--- src/rtl/serial_subtractor_if.sv ---
// Operand/result bundle for the bit-serial subtractor: start request,
// parallel operands, busy/done status and the parallel result with flags.
interface serial_subtractor_if #(
  parameter int WIDTH = 8
);
  logic             start;
  logic [WIDTH-1:0] a;
  logic [WIDTH-1:0] b;
  logic             busy;
  logic             done;
  logic [WIDTH-1:0] diff;
  logic             borrow;
  logic             overflow;

  modport master (
    output start, a, b,
    input  busy, done, diff, borrow, overflow
  );

  modport slave (
    input  start, a, b,
    output busy, done, diff, borrow, overflow
  );
endinterface

--- src/rtl/serial_subtractor.sv ---
// Bit-serial subtractor: diff = a - b, one bit per clock LSB first, with a
// registered borrow. One result per WIDTH+1 cycles when start is held.
module serial_subtractor #(
  parameter int WIDTH = 8
) (
  input  logic              clk,
  input  logic              rst_n,
  serial_subtractor_if.slave bus
);

  localparam int CNT_W = (WIDTH > 2) ? $clog2(WIDTH) : 1;
  localparam logic [CNT_W-1:0] LAST = CNT_W'(WIDTH - 1);

  typedef enum logic [1:0] {
    IDLE = 2'd0,
    RUN  = 2'd1,
    DONE = 2'd2
  } state_t;

  state_t           state_q, state_d;
  logic [WIDTH-1:0] sa_q, sb_q, res_q, diff_q;
  logic [CNT_W-1:0] cnt_q;
  logic             bf_q, a_msb_q, b_msb_q, borrow_q, ovf_q;
  logic             accept, last_bit;
  logic             a0, b0, d, bf_d;
  logic [WIDTH-1:0] res_d;

  function automatic logic sub_bit(input logic x, input logic y, input logic bi);
    return x ^ y ^ bi;
  endfunction

  function automatic logic sub_borrow(input logic x, input logic y, input logic bi);
    return (~x & y) | (~(x ^ y) & bi);
  endfunction

  assign a0       = sa_q[0];
  assign b0       = sb_q[0];
  assign d        = sub_bit(a0, b0, bf_q);
  assign bf_d     = sub_borrow(a0, b0, bf_q);
  assign res_d    = {d, res_q[WIDTH-1:1]};
  assign last_bit = (cnt_q == LAST);

  always_comb begin
    state_d  = state_q;
    accept   = 1'b0;
    bus.busy = 1'b0;
    bus.done = 1'b0;
    case (state_q)
      IDLE: begin
        if (bus.start) begin
          accept  = 1'b1;
          state_d = RUN;
        end
      end
      RUN: begin
        bus.busy = 1'b1;
        if (last_bit) state_d = DONE;
      end
      DONE: begin
        bus.done = 1'b1;
        // start during the done cycle chains straight into the next operation
        if (bus.start) begin
          accept  = 1'b1;
          state_d = RUN;
        end else begin
          state_d = IDLE;
        end
      end
      default: state_d = IDLE;
    endcase
  end

  always_ff @(posedge clk or negedge rst_n) begin
    if (!rst_n) state_q <= IDLE;
    else        state_q <= state_d;
  end

  // datapath: operand load on accept, one bit per edge while running
  always_ff @(posedge clk or negedge rst_n) begin
    if (!rst_n) begin
      sa_q     <= '0;
      sb_q     <= '0;
      res_q    <= '0;
      cnt_q    <= '0;
      bf_q     <= 1'b0;
      a_msb_q  <= 1'b0;
      b_msb_q  <= 1'b0;
      diff_q   <= '0;
      borrow_q <= 1'b0;
      ovf_q    <= 1'b0;
    end else if (accept) begin
      sa_q    <= bus.a;
      sb_q    <= bus.b;
      bf_q    <= 1'b0;
      cnt_q   <= '0;
      a_msb_q <= bus.a[WIDTH-1];
      b_msb_q <= bus.b[WIDTH-1];
    end else if (state_q == RUN) begin
      sa_q  <= {1'b0, sa_q[WIDTH-1:1]};
      sb_q  <= {1'b0, sb_q[WIDTH-1:1]};
      res_q <= res_d;
      bf_q  <= bf_d;
      cnt_q <= cnt_q + CNT_W'(1);
      if (last_bit) begin
        diff_q   <= res_d;
        borrow_q <= bf_d;
        // the bit produced on this edge is the result MSB
        ovf_q    <= (a_msb_q != b_msb_q) && (d != a_msb_q);
      end
    end
  end

  assign bus.diff     = diff_q;
  assign bus.borrow   = borrow_q;
  assign bus.overflow = ovf_q;

endmodule

--- src/flat_wrapper.sv ---
// flat-port wrapper written by rule: the top's interface ports become plain ports
module serial_subtractor_flat 
#(
  parameter int WIDTH = 8
)
  (clk, rst_n, bus_start, bus_a, bus_b, bus_busy, bus_done, bus_diff, bus_borrow, bus_overflow);
  serial_subtractor_if #(.WIDTH(WIDTH)) bus_i ();
  input  logic clk;
  input  logic rst_n;
  input wire logic [$bits(bus_i.start)-1:0] bus_start;
  input wire logic [$bits(bus_i.a)-1:0] bus_a;
  input wire logic [$bits(bus_i.b)-1:0] bus_b;
  output wire logic [$bits(bus_i.busy)-1:0] bus_busy;
  output wire logic [$bits(bus_i.done)-1:0] bus_done;
  output wire logic [$bits(bus_i.diff)-1:0] bus_diff;
  output wire logic [$bits(bus_i.borrow)-1:0] bus_borrow;
  output wire logic [$bits(bus_i.overflow)-1:0] bus_overflow;
  assign bus_i.start = bus_start;
  assign bus_i.a = bus_a;
  assign bus_i.b = bus_b;
  assign bus_busy = bus_i.busy;
  assign bus_done = bus_i.done;
  assign bus_diff = bus_i.diff;
  assign bus_borrow = bus_i.borrow;
  assign bus_overflow = bus_i.overflow;
  serial_subtractor #(.WIDTH(WIDTH)) u_core (.clk(clk), .rst_n(rst_n), .bus(bus_i));
endmodule
--- config.mk ---
export PLATFORM = sky130hd
export DESIGN_NAME = serial_subtractor_flat
export DESIGN_NICKNAME = d
export VERILOG_FILES = /design/src/rtl/serial_subtractor_if.sv /design/src/rtl/serial_subtractor.sv /design/src/flat_wrapper.sv
export SDC_FILE = /design/constraint.sdc
export NUM_CORES = 1
export LEC_CHECK = 0
export BUFFER_PORTS_ARGS = -buffer_cell sky130_fd_sc_hd__buf_2
export CORE_ASPECT_RATIO = 1.1
export CORE_MARGIN = 3
export CORE_UTILIZATION = 35
export DETAILED_ROUTE_END_ITERATION = 16
export GPL_TIMING_DRIVEN = 0
export PLACE_DENSITY = 0.59
export SYNTH_ARGS = -nofsm -noshare
export SYNTH_HDL_FRONTEND = slang
export SYNTH_SLANG_ARGS = --single-unit
--- constraint.sdc ---
create_clock -name clk -period 3.55 [get_ports clk]
set_input_delay 0.355 -clock clk [delete_from_list [all_inputs] [get_ports clk]]
set_output_delay 0.355 -clock clk [all_outputs]
set_load 0.02 [all_outputs]
==> results.json, run 1 <==
{
  "run_status": "finished, final reports clean",
  "arrival_ns": 1.46,
  "synthesis.area_sq_mm": 0.001720,
  "yosysSeqAreaShare_pct": 59.64,
  "clk_latency_ns": 0.29,
  "final_net_count": 225,
  "synthToLayoutAreaGrowth_pct": 18.84,
  "reg_to_reg_start": "u_core.cnt_q[0]",
  "setup_ws_ns": 1.733,
  "layout_worst_path_cycle_share_pct": 51.19,
  "core_region_area_sq_mm": 0.004684,
  "antenna_cells": 0,
  "worst_setup_path_endpoint": "bus_busy",
  "drt-wirelength-per-cell_microns": 13.17,
  "via_count_of_the_routed_design": 1250,
  "timing.max_slew.rel_slack_pct": 40.28,
  "share_of_final_layout_standard_cells_stronger_than_drive_strength_1_pct": 27.59,
  "maxSlewViolCount": 0,
  "worst-slew-pin-transition_ns": 0.8958,
  "setup_viol": 0,
  "grt_pass1_vias": 1294,
  "htreeDepth": 2,
  "post_synth_main_area_contributors": "sky130_fd_sc_hd__dfrtp_1 (60%), sky130_fd_sc_hd__nand2_1 (12%), sky130_fd_sc_hd__mux2_2 (5.2%)",
  "wirelength_microns": 3411,
  "maximum_number_of_pins_on_one_net_before_global_route_repair": 42,
  "ios": 31,
  "synthMostInstantiatedCell": "sky130_fd_sc_hd__nand2_1",
  "detail-route-antenna-nets": 0,
  "globalRoute.totalOverflow": 0,
  "die_h_microns": 79.53,
  "reg2reg_to": "u_core.bus.diff[2]",
  "clkSinkCount": 41,
  "drv.max_cap_violation_count": 0,
  "wire_length_of_the_first_global_routing_pass_microns": 5871,
  "layout_min_cycle_time_ns": 1.817,
  "cts_tree": "yes",
  "num_rows": 26,
  "regToRegSetupSlack_ns": 1.89,
  "starting_utilization_of_the_core_area_pct": 36.73,
  "chipWidth_microns": 72.85,
  "gp_routability_congestion": 0.7109,
  "grt_antenna_before_repair": 0,
  "drt-vias-per-instance": 4.826,
  "cts_hold_buf": 0,
  "critical_path_class": "flop to output pin",
  "place.detailed.hpwl_microns": 2368,
  "power.static_leakage_uw": 0.001030,
  "synth_async_sr_flop_share_pct": 100.0,
  "hold_path.class": "primary input to asynchronous set/reset pin",
  "postCtsSetupRepairBufs": 0,
  "yosys_register_bits": 41,
  "power_per_standard_cell_area_mw_per_mm2": 951.5,
  "yosys_most_used_dff": "sky130_fd_sc_hd__dfrtp_1",
  "startpoint": "u_core.state_q[1]",
  "timing.critical_path.to_type": "output pin",
  "yosys.area.top_type_share_pct": 59.64,
  "post_synthesis_area_per_instance_sq_um": 10.36,
  "cp.required_ns": 3.19,
  "final.setup.tns_ns": 0,
  "detailedRoute.firstIterationViolations": 73,
  "synth_edf_count": 0,
  "max_freq_mhz": 550.3,
  "hold_violations": 0,
  "cp-start-kind": "flop",
  "ctsRootBufferMaster": "sky130_fd_sc_hd__clkbuf_8",
  "track_usage_pct": 13.17,
  "die_area_sq_mm": 0.005793,
  "setup_repair_after_global_routing_missed_its_margin": "no",
  "yosys.area.top_type": "sky130_fd_sc_hd__dfrtp_1",
  "drt_first_pass_iters": 4,
  "preCtsSetupSlack_ns": 1.911,
  "r2r.worst_path.cells": 5,
  "yosys-top-cells-count": "sky130_fd_sc_hd__nand2_1 (53), sky130_fd_sc_hd__dfrtp_1 (41), sky130_fd_sc_hd__a31oi_1 (11), sky130_fd_sc_hd__nor2_1 (11), sky130_fd_sc_hd__mux2_2 (8)",
  "worst-path-max-fanout": 10,
  "synthesis.instances": 166,
  "fin_skew_ns": 0.006953,
  "cts-resized-gates": 0,
  "port_buffers": 30,
  "syn-num-nets": 188,
  "synth_cell_type_count": 27,
  "worst_setup_hold_path_clk_slew_ns": 0.08,
  "ctsLongestPathBuffers": 2,
  "tritoncts.num_buffers": 5,
  "detail_route.drc_violations": 0,
  "ir_drop_mv": 0.3156,
  "synth-warning-count": 0
}
## worst min-delay path by stage
stage                               endpoint            start  slack, ns
final                     u_core.bus.diff[5]            rst_n       0.18
after global routing      u_core.bus.diff[2]            rst_n       0.25
after CTS                 u_core.bus.diff[5]            rst_n       0.21
after detailed placement     u_core.res_q[1]  u_core.res_q[1]       0.46
after global placement       u_core.res_q[1]  u_core.res_q[1]       0.46
after floorplan               u_core.a_msb_q            rst_n       0.06
## registers in the layout (all words and copies together) (netlist names)
name                 cells
u_core.a_msb_q           1
u_core.b_msb_q           1
u_core.bf_q              1
u_core.bus.borrow        1
u_core.bus.diff          8
u_core.bus.overflow      1
u_core.cnt_q             3
u_core.res_q             7
u_core.sa_q              8
u_core.sb_q              8
u_core.state_q           2
## stage by stage
stage	instances	utilization (%)	cell area [sq um]	total power, uW	hold WS [ns]
2_1_floorplan	166	-	1720	1380	0.05941
3_3_place_gp	252	41.43	1941	1583	0.4627
3_5_place_dp	252	41.43	1941	1610	0.4632
4_1_cts	259	43.64	2044	1979	0.2092
5_1_grt	259	43.64	2044	2116	0.2536
6_report	259	43.64	2044	1945	0.1830
## cells by family after synthesis
kind of cell / synth area share, %
flip-flops: 59.64
AO/OA/AOI/OAI: 9.454
adder cells (fa/ha/maj): 2.618
buffers and inverters: 4.800
multiplexers: 5.237
AND/OR/NAND/NOR: 18.25
## metal layers
metal,GRT usage (%),wire length (microns),up-vias
met1,16.63,1595,589
li1,-,-,621
met3,3.778,210,3
met4,4.982,32,0
met5,0,0,-
met2,21.21,1572,37
## worst max-delay path, cell delays in order (launching register included)
cell and delay (ns):
sky130_fd_sc_hd__dfrtp_1 0.40, sky130_fd_sc_hd__nand2b_1 0.15, sky130_fd_sc_hd__buf_4 0.16, sky130_fd_sc_hd__inv_4 0.10
sky130_fd_sc_hd__buf_4 0.18, sky130_fd_sc_hd__buf_2 0.18
## report_power, final
part	internal, uW	switching (uW)
clock	204	155
combinational	331	447
sequential	689	120
total	1220	722
## layout by cell type, fill, tap and decap left out, types with 2 or more instances in the layout
master / synthesis / final
sky130_fd_sc_hd__buf_2: 4 / 34
sky130_fd_sc_hd__inv_1: 3 / 3
sky130_fd_sc_hd__nand2b_1: 2 / 2
sky130_fd_sc_hd__ha_1: 2 / 2
sky130_fd_sc_hd__nor2b_1: 2 / 2
sky130_fd_sc_hd__nor2_1: 11 / 11
sky130_fd_sc_hd__buf_4: 4 / 4
sky130_fd_sc_hd__dfrtp_1: 41 / 41
sky130_fd_sc_hd__a22oi_1: 2 / 2
sky130_fd_sc_hd__nand2_1: 53 / 53
sky130_fd_sc_hd__mux2_2: 8 / 8
sky130_fd_sc_hd__a31oi_1: 11 / 11
sky130_fd_sc_hd__o21ai_0: 4 / 4
sky130_fd_sc_hd__a22o_1: 4 / 4
sky130_fd_sc_hd__clkbuf_8: 0 / 5
sky130_fd_sc_hd__nand3_1: 3 / 3
## layout make-up
| cell class | instances | area (sq um) |
|---|---|---|
| fillers | 477 | 2640 |
| clock buffers | 5 | 68.82 |
| well taps | 56 | 70.07 |
| clock inverters | 2 | 35.03 |
| multi-input cells | 111 | 611.8 |
| flip-flops and latches | 41 | 1026 |
| repair buffers | 30 | 150.1 |
| plain buffers | 10 | 65.06 |
| inverters | 4 | 17.52 |
No activity file was read; power rests on OpenSTA's default activity.
==> run 2: changes to the inputs <==
PLACE_DENSITY = 0.61   (was 0.59)
clock period = 1.6 ns   (was 3.55 ns; I/O delays follow)
==> run 2 against run 1 <==
Clock skew is 0.00081 ns higher. Largest power group unchanged. The run now ends with negative hold slack left. Critical endpoint unchanged. Wire length is 0.26% lower. Critical path type unchanged. Via count is 2.5% higher. Worst hold slack worse by 0.19 ns. Die area stayed put. Non-clock buffer count is 2 higher. Clock power is 140% higher. Critical path depth is 1 lower. Total power is 130% higher. Cell count is 1.2% higher. Sequential power is 120% higher. Register-to-register slack worse by 1.8 ns.
==> results.json, run 2 (synthesized netlist as in run 1, its figures left out) <==
{
  "ctsRootBufferMaster": "sky130_fd_sc_hd__clkbuf_8",
  "htreeDepth": 2,
  "power.static_leakage_uw": 0.001040,
  "worst_setup_hold_path_clk_slew_ns": 0.08,
  "maxSlewViolCount": 0,
  "utilization_pct": 44.55,
  "hold_path.class": "primary input to asynchronous set/reset pin",
  "gp_routability_congestion": 0.7391,
  "setup_repair_after_global_routing_missed_its_margin": "no",
  "worst-slew-pin-transition_ns": 0.9069,
  "final_net_count": 227,
  "num_rows": 26,
  "core_region_area_sq_mm": 0.004684,
  "layout.filler_cells": 475,
  "cp-start-kind": "flop",
  "drv.max_cap_violation_count": 0,
  "grt_pass1_vias": 1260,
  "grt_antenna_before_repair": 0,
  "wirelength_microns": 3402,
  "cp.required_ns": 1.44,
  "arrival_ns": 1.34,
  "timing.max_slew.rel_slack_pct": 39.54,
  "fin_skew_ns": 0.007764,
  "violations_in_the_final_reports": "negative hold slack",
  "drt-vias-per-instance": 4.889,
  "track_usage_pct": 13.17,
  "tritoncts.num_buffers": 5,
  "run_status": "complete, but fails checks",
  "critical_path_class": "flop to output pin",
  "via_count_of_the_routed_design": 1281,
  "wire_length_of_the_first_global_routing_pass_microns": 5858,
  "starting_utilization_of_the_core_area_pct": 36.73,
  "timing.critical_path.to_type": "output pin",
  "drt_first_pass_iters": 4,
  "globalRoute.totalOverflow": 0,
  "detail-route-antenna-nets": 0,
  "power_per_standard_cell_area_mw_per_mm2": 2111,
  "place.detailed.hpwl_microns": 2317,
  "die_h_microns": 79.53,
  "port_buffers": 30,
  "p_total_uw": 4406,
  "layout_worst_path_cycle_share_pct": 93.68,
  "layout_min_cycle_time_ns": 1.499,
  "synthToLayoutAreaGrowth_pct": 21.31,
  "ctsLongestPathBuffers": 2,
  "chipWidth_microns": 72.85,
  "commonest_non_fill_non_tap_cell_in_the_layout": "sky130_fd_sc_hd__nand2_1",
  "ios": 31,
  "detail_route.drc_violations": 0,
  "share_of_final_layout_standard_cells_stronger_than_drive_strength_1_pct": 29.61,
  "maximum_number_of_pins_on_one_net_before_global_route_repair": 42,
  "ir_drop_mv": 0.8494,
  "clkSinkCount": 41,
  "layout.cells.most_common_list": "sky130_fd_sc_hd__nand2_1 (53), sky130_fd_sc_hd__dfrtp_1 (41), sky130_fd_sc_hd__buf_2 (33)",
  "cts_tree": "yes",
  "antenna_cells": 0,
  "detailedRoute.firstIterationViolations": 103,
  "hold_violations": 9,
  "worst-path-max-fanout": 17,
  "setup_viol": 0,
  "drt-wirelength-per-cell_microns": 12.98,
  "die_area_sq_mm": 0.005793,
  "max_freq_mhz": 667.2,
  "fin_worst_hold_slack_ns": -0.004226,
  "clk_latency_ns": 0.29
}
-- run 2: where the power goes --
group          leakage, uW  switching, uW  internal [uW]  total, uW
combinational     0.000477            995            749       1740
sequential        0.000506            264           1530       1790
clock            0.0000574            364            507        871
-- run 2: what timing repair did --
item                       in CTS  in global routing
buffers inserted                1                  2
gates resized for setup         2                  2
hold buffers                    0                  0
setup endpoints to repair       6                  6
pin swaps                       0                  1
-- run 2: per-stage QoR --
| step | area, sq um | std cells | setup TNS (ns) | hold slack [ns] | setup slack (ns) |
|---|---|---|---|---|---|
| after detailed placement | 1941 | 252 | -0.3946 | 0.3455 | -0.08281 |
| final | 2087 | 262 | 0 | -0.004226 | 0.1011 |
| after floorplan | 1720 | 166 | 0 | -0.1356 | 0.08752 |
| after CTS | 2067 | 260 | 0 | 0.02668 | 0.05603 |
| after global routing | 2087 | 262 | 0 | 0.04332 | 0.002912 |
| after global placement | 1941 | 252 | -0.2939 | 0.3499 | -0.05958 |
-- run 2: worst paths after layout --
| kind | from | end | slack, ns | cells past startpoint |
|---|---|---|---|---|
| worst min register to register | u_core.bus.overflow | u_core.bus.overflow | 0.48 | 2 |
| min in group clk | bus_b[7] | u_core.b_msb_q | 0.07 | 3 |
| worst max-delay path | u_core.state_q[1] | bus_busy | 0.10 | 4 |
| worst min-delay path | rst_n | u_core.bus.diff[3] | -0.004 | 1 |
| worst max register to register | u_core.cnt_q[1] | u_core.bus.diff[2] | 0.12 | 5 |
| max in group asynchronous | rst_n | u_core.sa_q[5] | 1.04 | 1 |
-- run 2: final cells by class --
class | instances | area [sq um] | area share [%]
flip-flops and latches | 41 | 1026 | 49.16
clock buffers | 6 | 82.58 | 3.957
well taps | 56 | 70.07 | 3.357
repair buffers | 33 | 175.2 | 8.393
multi-input cells | 111 | 616.8 | 29.56
plain buffers | 9 | 61.31 | 2.938
clock inverters | 2 | 37.54 | 1.799
inverters | 4 | 17.52 | 0.8393
-- run 2: worst max-delay path, cell delays in order (launching register included) --
cell and delay, ns:
sky130_fd_sc_hd__dfrtp_1 0.39, sky130_fd_sc_hd__nand2b_1 0.15, sky130_fd_sc_hd__buf_4 0.16, sky130_fd_sc_hd__inv_4 0.16, sky130_fd_sc_hd__buf_4 0.18
-- run 2: metal layers --
metal | share of wire [%] | vias to the layer above | global-route usage [%]
met2 | 45 | 39 | 19.68
met1 | 47 | 607 | 17.61
met4 | 1.4 | 0 | 4.982
met5 | 0 | - | 0
met3 | 6.5 | 6 | 4.408
li1 | - | 629 | -
